[config.mk]
export PLATFORM = sky130hd
export DESIGN_NAME = sseg_scan_mux
export DESIGN_NICKNAME = d
export VERILOG_FILES = /design/src/rtl/sseg_scan_mux.sv
export SDC_FILE = /design/constraint.sdc
export NUM_CORES = 1
export LEC_CHECK = 0
export CAP_MARGIN = 20
export CORE_MARGIN = 2
export CORE_UTILIZATION = 56
export DETAILED_ROUTE_END_ITERATION = 8
export GPL_ROUTABILITY_DRIVEN = 0
export PLACE_DENSITY = 0.83
export SETUP_SLACK_MARGIN = 0.02
export SYNTH_ARGS = -nofsm -noshare
export SYNTH_HDL_FRONTEND = slang
export SYNTH_SLANG_ARGS = --single-unit
[constraint.sdc]
create_clock -name clk -period 3 [get_ports clk]
set_clock_uncertainty 0.05 [all_clocks]
set_input_delay 0.45 -clock clk [delete_from_list [all_inputs] [get_ports clk]]
set_output_delay 0.45 -clock clk [all_outputs]
set_load 0.01 [all_outputs]
[src/rtl/sseg_scan_mux.sv]
//==============================================================================
// Module      : sseg_scan_mux
// Description : Time-multiplexed scan controller for a multi-digit seven-segment
//               display. Holds a double-buffered frame of 4-bit codes and dot
//               flags, lights one digit at a time with a dark gap between
//               digits, and optionally suppresses leading zeros.
// Revision    : 1.0 - initial release
//==============================================================================
`timescale 1ns/1ps
`default_nettype none

module sseg_scan_mux #(
    parameter int DIGITS   = 4,
    parameter int SCAN_DIV = 50000,
    parameter int GAP_CYC  = 8,
    parameter int CNT_W    = 16
) (
    input  logic                  clk,
    input  logic                  rst,
    input  logic                  load,
    input  logic [4*DIGITS-1:0]   digits_in,
    input  logic [DIGITS-1:0]     dots_in,
    input  logic                  lz_blank,
    output logic [3:0]            hex,
    output logic                  dip,
    output logic [DIGITS-1:0]     an,
    output logic                  frame_done
);

    localparam int                IDX_W       = (DIGITS > 1) ? $clog2(DIGITS) : 1;
    localparam logic [CNT_W-1:0]  c_show_last = CNT_W'(SCAN_DIV - 1);
    localparam logic [CNT_W-1:0]  c_gap_last  = CNT_W'(GAP_CYC - 1);
    localparam logic [IDX_W-1:0]  c_idx_last  = IDX_W'(DIGITS - 1);
    localparam logic [3:0]        c_blank     = 4'hF;

    typedef enum logic [0:0] {
        ST_GAP  = 1'b0,
        ST_SHOW = 1'b1
    } state_t;

    // Scan sequencing state
    state_t                state_q, state_d;
    logic [CNT_W-1:0]      cnt_q,   cnt_d;
    logic [IDX_W-1:0]      idx_q,   idx_d;

    // Double-buffered frame: shadow collects loads, active is what is scanned
    logic [4*DIGITS-1:0]   act_code_q, act_code_d;
    logic [DIGITS-1:0]     act_dot_q,  act_dot_d;
    logic [4*DIGITS-1:0]   sh_code_q,  sh_code_d;
    logic [DIGITS-1:0]     sh_dot_q,   sh_dot_d;
    logic                  pend_q,     pend_d;

    // Registered display outputs
    logic [3:0]            hex_q, hex_d;
    logic                  dip_q, dip_d;
    logic [DIGITS-1:0]     an_q,  an_d;
    logic                  fd_q,  fd_d;

    // Combinational helpers
    logic                  w_boundary;
    logic [4*DIGITS-1:0]   w_eff_code;
    logic                  w_blanking;

    // Prescaler and digit sequencing: SHOW -> GAP -> SHOW(next digit)
    always_comb begin
        state_d    = state_q;
        cnt_d      = cnt_q + 1'b1;
        idx_d      = idx_q;
        w_boundary = 1'b0;
        case (state_q)
            ST_SHOW: begin
                if (cnt_q == c_show_last) begin
                    state_d = ST_GAP;
                    cnt_d   = '0;
                end
            end
            default: begin
                if (cnt_q == c_gap_last) begin
                    state_d = ST_SHOW;
                    cnt_d   = '0;
                    if (idx_q == c_idx_last) begin
                        idx_d      = '0;
                        w_boundary = 1'b1;
                    end else begin
                        idx_d = idx_q + 1'b1;
                    end
                end
            end
        endcase
    end

    // Frame buffering: a boundary promotes the pre-load shadow, while a load on
    // the same cycle lands in the shadow and keeps the pending flag raised
    always_comb begin
        sh_code_d  = sh_code_q;
        sh_dot_d   = sh_dot_q;
        act_code_d = act_code_q;
        act_dot_d  = act_dot_q;
        pend_d     = pend_q;
        if (w_boundary && pend_q) begin
            act_code_d = sh_code_q;
            act_dot_d  = sh_dot_q;
            pend_d     = 1'b0;
        end
        if (load) begin
            sh_code_d = digits_in;
            sh_dot_d  = dots_in;
            pend_d    = 1'b1;
        end
    end

    // Leading-zero suppression on the frame that will be visible next cycle;
    // walks down from the most significant digit and never touches digit 0
    always_comb begin
        w_eff_code = act_code_d;
        w_blanking = lz_blank;
        for (int k = DIGITS - 1; k >= 1; k--) begin
            if (w_blanking && (act_code_d[4*k +: 4] == 4'h0) && !act_dot_d[k]) begin
                w_eff_code[4*k +: 4] = c_blank;
            end else begin
                w_blanking = 1'b0;
            end
        end
    end

    // Output selection: captured only on SHOW entry so a live lz_blank change
    // cannot alter a digit that is already lit
    always_comb begin
        an_d  = an_q;
        hex_d = hex_q;
        dip_d = dip_q;
        fd_d  = w_boundary;
        if (state_d == ST_GAP) begin
            an_d  = '0;
            hex_d = c_blank;
            dip_d = 1'b0;
        end else if (state_q == ST_GAP) begin
            an_d  = '0;
            hex_d = c_blank;
            dip_d = 1'b0;
            for (int k = 0; k < DIGITS; k++) begin
                if (idx_d == IDX_W'(k)) begin
                    an_d[k] = 1'b1;
                    hex_d   = w_eff_code[4*k +: 4];
                    dip_d   = act_dot_d[k];
                end
            end
        end
    end

    // State, frame and output registers with asynchronous reset to a dark display
    always_ff @(posedge clk or posedge rst) begin
        if (rst) begin
            state_q    <= ST_GAP;
            cnt_q      <= '0;
            idx_q      <= c_idx_last;
            act_code_q <= '1;
            act_dot_q  <= '0;
            sh_code_q  <= '1;
            sh_dot_q   <= '0;
            pend_q     <= 1'b0;
            hex_q      <= c_blank;
            dip_q      <= 1'b0;
            an_q       <= '0;
            fd_q       <= 1'b0;
        end else begin
            state_q    <= state_d;
            cnt_q      <= cnt_d;
            idx_q      <= idx_d;
            act_code_q <= act_code_d;
            act_dot_q  <= act_dot_d;
            sh_code_q  <= sh_code_d;
            sh_dot_q   <= sh_dot_d;
            pend_q     <= pend_d;
            hex_q      <= hex_d;
            dip_q      <= dip_d;
            an_q       <= an_d;
            fd_q       <= fd_d;
        end
    end

    assign hex        = hex_q;
    assign dip        = dip_q;
    assign an         = an_q;
    assign frame_done = fd_q;

endmodule

`default_nettype wire

=== Yosys cells after proc, flatten, opt, wreduce, memory -nomap -nowiden ===
Index checks and enable logic that the tools add are counted.

* Register bits: 70
* Output and inout bits: 10
* Word-level logic and storage cells: 75
* Input port bits: 24

* Reduce and logical (&&, ||, !) cells: 15
* Equality and inequality tests: 7
* Add/subtract/negate cells: 2
* Muxes and demuxes: 39

{| class="wikitable"
|+ Operator list
! kind !! count
|-
| 2-to-1 mux 16 bit || 4
|-
| 2-to-1 mux 4 bit || 12
|-
| 2-to-1 mux 1 bit || 20
|-
| adder 16 x 1 -> 16 bit, second input constant || 1
|-
| == test 16 bit, second input constant || 1
|-
| == test 16 x 3 -> 1 bit, second input constant || 1
|-
| zero test 4 bit || 3
|-
| logical AND 1 bit || 7
|-
| == test 2 bit, second input constant || 3
|-
| 2-to-1 mux 2 bit || 3
|-
| zero test 1 bit || 3
|-
| adder 2 x 1 -> 2 bit, second input constant || 1
|-
| == test 2 x 1 -> 1 bit, second input constant || 1
|-
| zero test 2 bit || 1
|-
| != test 2 bit, second input constant || 1
|-
| nonzero test 2 bit || 1
|}

=== Logic depth before layout (Yosys ltp) ===
* Depth in word-level cells: 21
* Gate-level depth with buffers: 8
* Gate-level depth less buffers: 7

=== Worst setup path before layout ===
Ideal clock, no wire load.

* Path type: register to register
* Start point: reg cnt_q[4]
* End point: reg hex_q[3] (netlist: hex[3])
* Cell stages (with the launch flop): 9
* Data arrival time: 2.369 ns
* Path slack: 0.508 ns
* Required time: 2.877 ns
* Path buffers: 1
* Period minus slack after synthesis: 2.492 ns
* Setup time: 0.073 ns
* Path through: dfrtp_1 > or4_4 > nor4_4 > and2_1 > buf_4 > mux2i_1 > or3_1 > o311a_1 > a21oi_1

* Cells in the longest elaborated chain, start to end: 20
* Elaborated cells on any way between the ends: 40
* Classes of those cells: 6 x eq/ne; 20 x mux; 14 x reduce/logical

{| class="wikitable"
|+ Ends and longest elaborated chain
! element !! RTL line !! text
|-
| start: declaration || 43 || <nowiki>logic [CNT_W-1:0] cnt_q, cnt_d;</nowiki>
|-
| start signal: assignment || 168 || <nowiki>cnt_q <= cnt_d;</nowiki>
|-
| == test 16 x 3 -> 1 bit || 78 || <nowiki>if (cnt_q == c_gap_last) begin</nowiki>
|-
| 2-to-1 mux 1 bit || 78 ||
|-
| 2-to-1 mux 1 bit || 70 || <nowiki>case (state_q)</nowiki>
|-
| logical AND 1 bit || 100 || <nowiki>if (w_boundary && pend_q) begin</nowiki>
|-
| 2-to-1 mux 16 bit || 100 ||
|-
| zero test 4 bit || 118 || <nowiki>if (w_blanking && (act_code_d[4*k +: 4] == 4'h0) && !act_dot_d[k]) begin</nowiki>
|-
| logical AND 1 bit (2 in a row) || 118 ||
|-
| 2-to-1 mux 1 bit || 118 ||
|-
| logical AND 1 bit (2 in a row) || 118 ||
|-
| 2-to-1 mux 1 bit || 118 ||
|-
| logical AND 1 bit (2 in a row) || 118 ||
|-
| 2-to-1 mux 4 bit || 118 ||
|-
| 2-to-1 mux 4 bit (3 in a row) || 142 || <nowiki>if (idx_d == IDX_W'(k)) begin</nowiki>
|-
| 2-to-1 mux 4 bit || 137 || <nowiki>end else if (state_q == ST_GAP) begin</nowiki>
|-
| 2-to-1 mux 4 bit || 133 || <nowiki>if (state_d == ST_GAP) begin</nowiki>
|-
| end signal: assignment || 162 || <nowiki>hex_q <= c_blank;</nowiki>
|-
| end: declaration || 54 || <nowiki>logic [3:0] hex_q, hex_d;</nowiki>
|}

Several ways; a longest one is shown, not always the timed one. The select of a mux whose other input is x is not followed.
A chain may end at the register's enable or synchronous reset.

=== Worst setup path in the final report ===
Same ends and word-level chain as after synthesis.

==> impl_metrics.json <==
{
  "cts_inserted_buffers": 9,
  "outcome": "finished, final reports clean",
  "rr_worst_depth": 7,
  "r2r_slack_ps": 390,
  "synth_top_family_by_area": "multiplexers",
  "vias": 2054,
  "worst_setup_path_end_kind": "register",
  "maxCapViolCount": 0,
  "ys_ff_latch": 70,
  "core_um2": 5440,
  "required_ps": 3230,
  "clock_path_buffers": 2,
  "fin_ws_ps": 390,
  "clkLatencyLatePin_ps": 350,
  "finalPower_mw": 1.92,
  "synth_simple_gate_area_share_pct": 12.1,
  "antenna_cells": 0,
  "max_stage_delay_ps": 560,
  "ant_nets": 0,
  "critPathBufInv": 0,
  "finalSetupTns_ps": 0,
  "hold_path.class": "reg -> reg",
  "drive_gt1_share_pct": 31.6,
  "synth_ff_type": "dfstp_2",
  "num_rows": 27,
  "antenna_found_initial": 0,
  "seqPwrFrac_pct": 52.8,
  "regArea_um2": 1800,
  "clk_pin_slew_ps": 70,
  "combPwrFrac_pct": 5.4,
  "die_w_um": 78.5,
  "synth_mux_area_share_pct": 15.9,
  "holdCritStartpoint": "cnt_q[0]",
  "cts_setup_buffers": 0,
  "die_y_um": 78.5,
  "critical_path_class": "reg -> reg",
  "hold_path_end": "cnt_q[0]",
  "synthTopCellsByArea": "dfstp_2 32%, dfrtp_1 26%, mux2_2 12%, mux2i_1 3.5%, xor2_1 2.5%",
  "grt_pass1_vias": 2128,
  "netlist_area_um2": 3110,
  "yosys_warnings": 0,
  "routed_wl_um": 6190,
  "fin_hold_ws_ps": 413,
  "port_buffers": 33,
  "synth_fa_ha_area_share_pct": 0.805,
  "hold_depth": 1,
  "htree_levels": 3,
  "finalSetupViolCount": 0,
  "p_clk_share_pct": 41.8,
  "syn_inst": 249,
  "synth_compound_area_share_pct": 7.05,
  "final_common_cell": "dfstp_2",
  "cts_root_buf": "clkbuf_8",
  "final_nets": 318,
  "p_leak_nw": 1.74,
  "post_cts_resized": 0,
  "synth_top_area_cell": "dfstp_2",
  "synth_top_area_share_pct": 32.1,
  "syn_to_final_growth_pct": 20.9,
  "avgSynthCellArea_um2": 12.5,
  "p_per_area_nw_per_um2": 512,
  "cts_tree": "yes",
  "start_kind": "register",
  "cts_hold_buffers": 0,
  "rsz0062_at_grt": "no",
  "irDropWorstVdd_mv": 0.245,
  "finalMaxSlewViolations": 0,
  "grt.total_usage_pct": 21.8,
  "die-area_um2": 6160,
  "fin_crit_ps": 2610,
  "ios": 34,
  "initial_utilization_pct": 57.1,
  "cts.sinks": 70,
  "hold_viol_final": 0,
  "crit_slowest_cell": "or4_4",
  "syn_nets": 275,
  "p_switching_mw": 0.404,
  "final_cell_mix": "38 x dfstp_2, 34 x mux2_2, 33 x clkdlybuf4s50_1, 32 x dfrtp_1, 17 x nor2_1",
  "fmax_mhz": 383,
  "switching_share_pct": 21.0,
  "critPathTopFamily": "simple AND/OR/NAND/NOR gates",
  "multi_input_area_um2": 1230,
  "synth-xor-area-share_pct": 3.95,
  "synth-seq-area-share_pct": 57.9,
  "crit_fanout": 6,
  "slew_headroom_pct": 51.2,
  "synthArstFlopShare_pct": 100,
  "hpwl_um": 4280,
  "period_share_pct": 87.0,
  "r2r-start": "cnt_q[4]",
  "instances_no_fill": 369,
  "dpl.cell_count": 353,
  "grt_max_degree": 38,
  "drc": 0,
  "grt_pass1_wl_um": 10100,
  "synth.distinct_cells": 39,
  "drt_iter0_drc": 68,
  "wire_per_inst_um": 16.8,
  "firstDrtPassIters": 4,
  "overflow": 0,
  "p_int_mw": 1.52,
  "num-fill-cells": 395,
  "preCtsSetupSlack_ps": 426,
  "tightest_slew_ps": 731,
  "drt-vias-per-instance": 5.57,
  "worstPathCellList": "or4_4 > nor4_4 > and2_1 > mux2i_1 > or3_1 > o311a_1 > a21oi_1",
  "synth-edff-count": 0,
  "worstPathArrival_ps": 2840,
  "timing.rr.end": "hex[3]"
}
worst max-delay path by stage:
stage	from	end	slack [ps]	cells past startpoint
finish	cnt_q[4]	hex[3]	390	7
global route	cnt_q[4]	hex[1]	230	7
CTS	cnt_q[4]	hex[3]	390	7
detailed placement	cnt_q[4]	hex[2]	430	7
global placement	cnt_q[4]	hex[3]	510	7
floorplan	cnt_q[4]	hex[3]	510	8
cells in the mapped netlist, drive strengths merged (4+ instances only):
| master | n |
|---|---|
| dfrtp | 32 |
| nor3 | 4 |
| a211o | 4 |
| o21ai | 8 |
| nand2 | 12 |
| dfstp | 38 |
| xor2 | 9 |
| nor4 | 5 |
| nand3 | 9 |
| nor2 | 17 |
| mux2i | 11 |
| a21o | 5 |
| and3 | 8 |
| inv | 12 |
| clkbuf | 4 |
| mux2 | 34 |
| a21oi | 5 |
| xnor2 | 5 |
through the flow:
stage / instance area [µm²] / utilization [%]
floorplan: 3110 / -
global placement: 3550 / 65.3
detailed placement: 3550 / 65.3
CTS: 3750 / 69.0
global route: 3750 / 69.0
finish: 3750 / 69.0
sequential cells by signal, summed over array words and instances (netlist names):
| signal | count |
|---|---|
| state_q | 1 |
| idx_q | 2 |
| cnt_q | 16 |
| pend_q | 1 |
| dip | 1 |
| hex | 4 |
| an | 4 |
| sh_code_q | 16 |
| frame_done | 1 |
| sh_dot_q | 4 |
| act_dot_q | 4 |
| act_code_q | 16 |
cells by family (layout without fill, tap and decap cells):
group	Yosys count	after routing
mux	45	45
fa+ha+maj	2	2
compound gates	31	31
buf+inv	18	66
flops	70	70
xor+xnor	14	14
simple gates	69	69
area by class of cell:
class / instances / share of cell area [%]
Clock inverter: 5 / 1.97
Multi-Input combinational cell: 161 / 32.9
Inverter: 12 / 1.20
Tap cell: 72 / 2.40
Sequential cell: 70 / 47.9
Clock buffer: 11 / 3.50
Timing Repair Buffer: 38 / 10.1
power groups by stage:
stage / Clock, mW / Sequential [mW] / Combinational [mW]
finish: 0.804 / 1.01 / 0.103
global placement: 0 / 1.03 / 0.102
detailed placement: 0 / 1.03 / 0.105
floorplan: 0 / 1.02 / 0.0525
global route: 0.858 / 1.02 / 0.113
CTS: 0.817 / 1.01 / 0.106
layer usage:
metal / vias to the layer above / part of all wire, % / global-route usage (%)
met5: - / 0 / 0
met4: 0 / 2.4 / 10.4
met2: 42 / 49 / 34.8
li1: 973 / - / -
met3: 16 / 4.0 / 5.63
met1: 1023 / 44 / 27.8
Note: power is estimated with default switching activity, not from simulation.
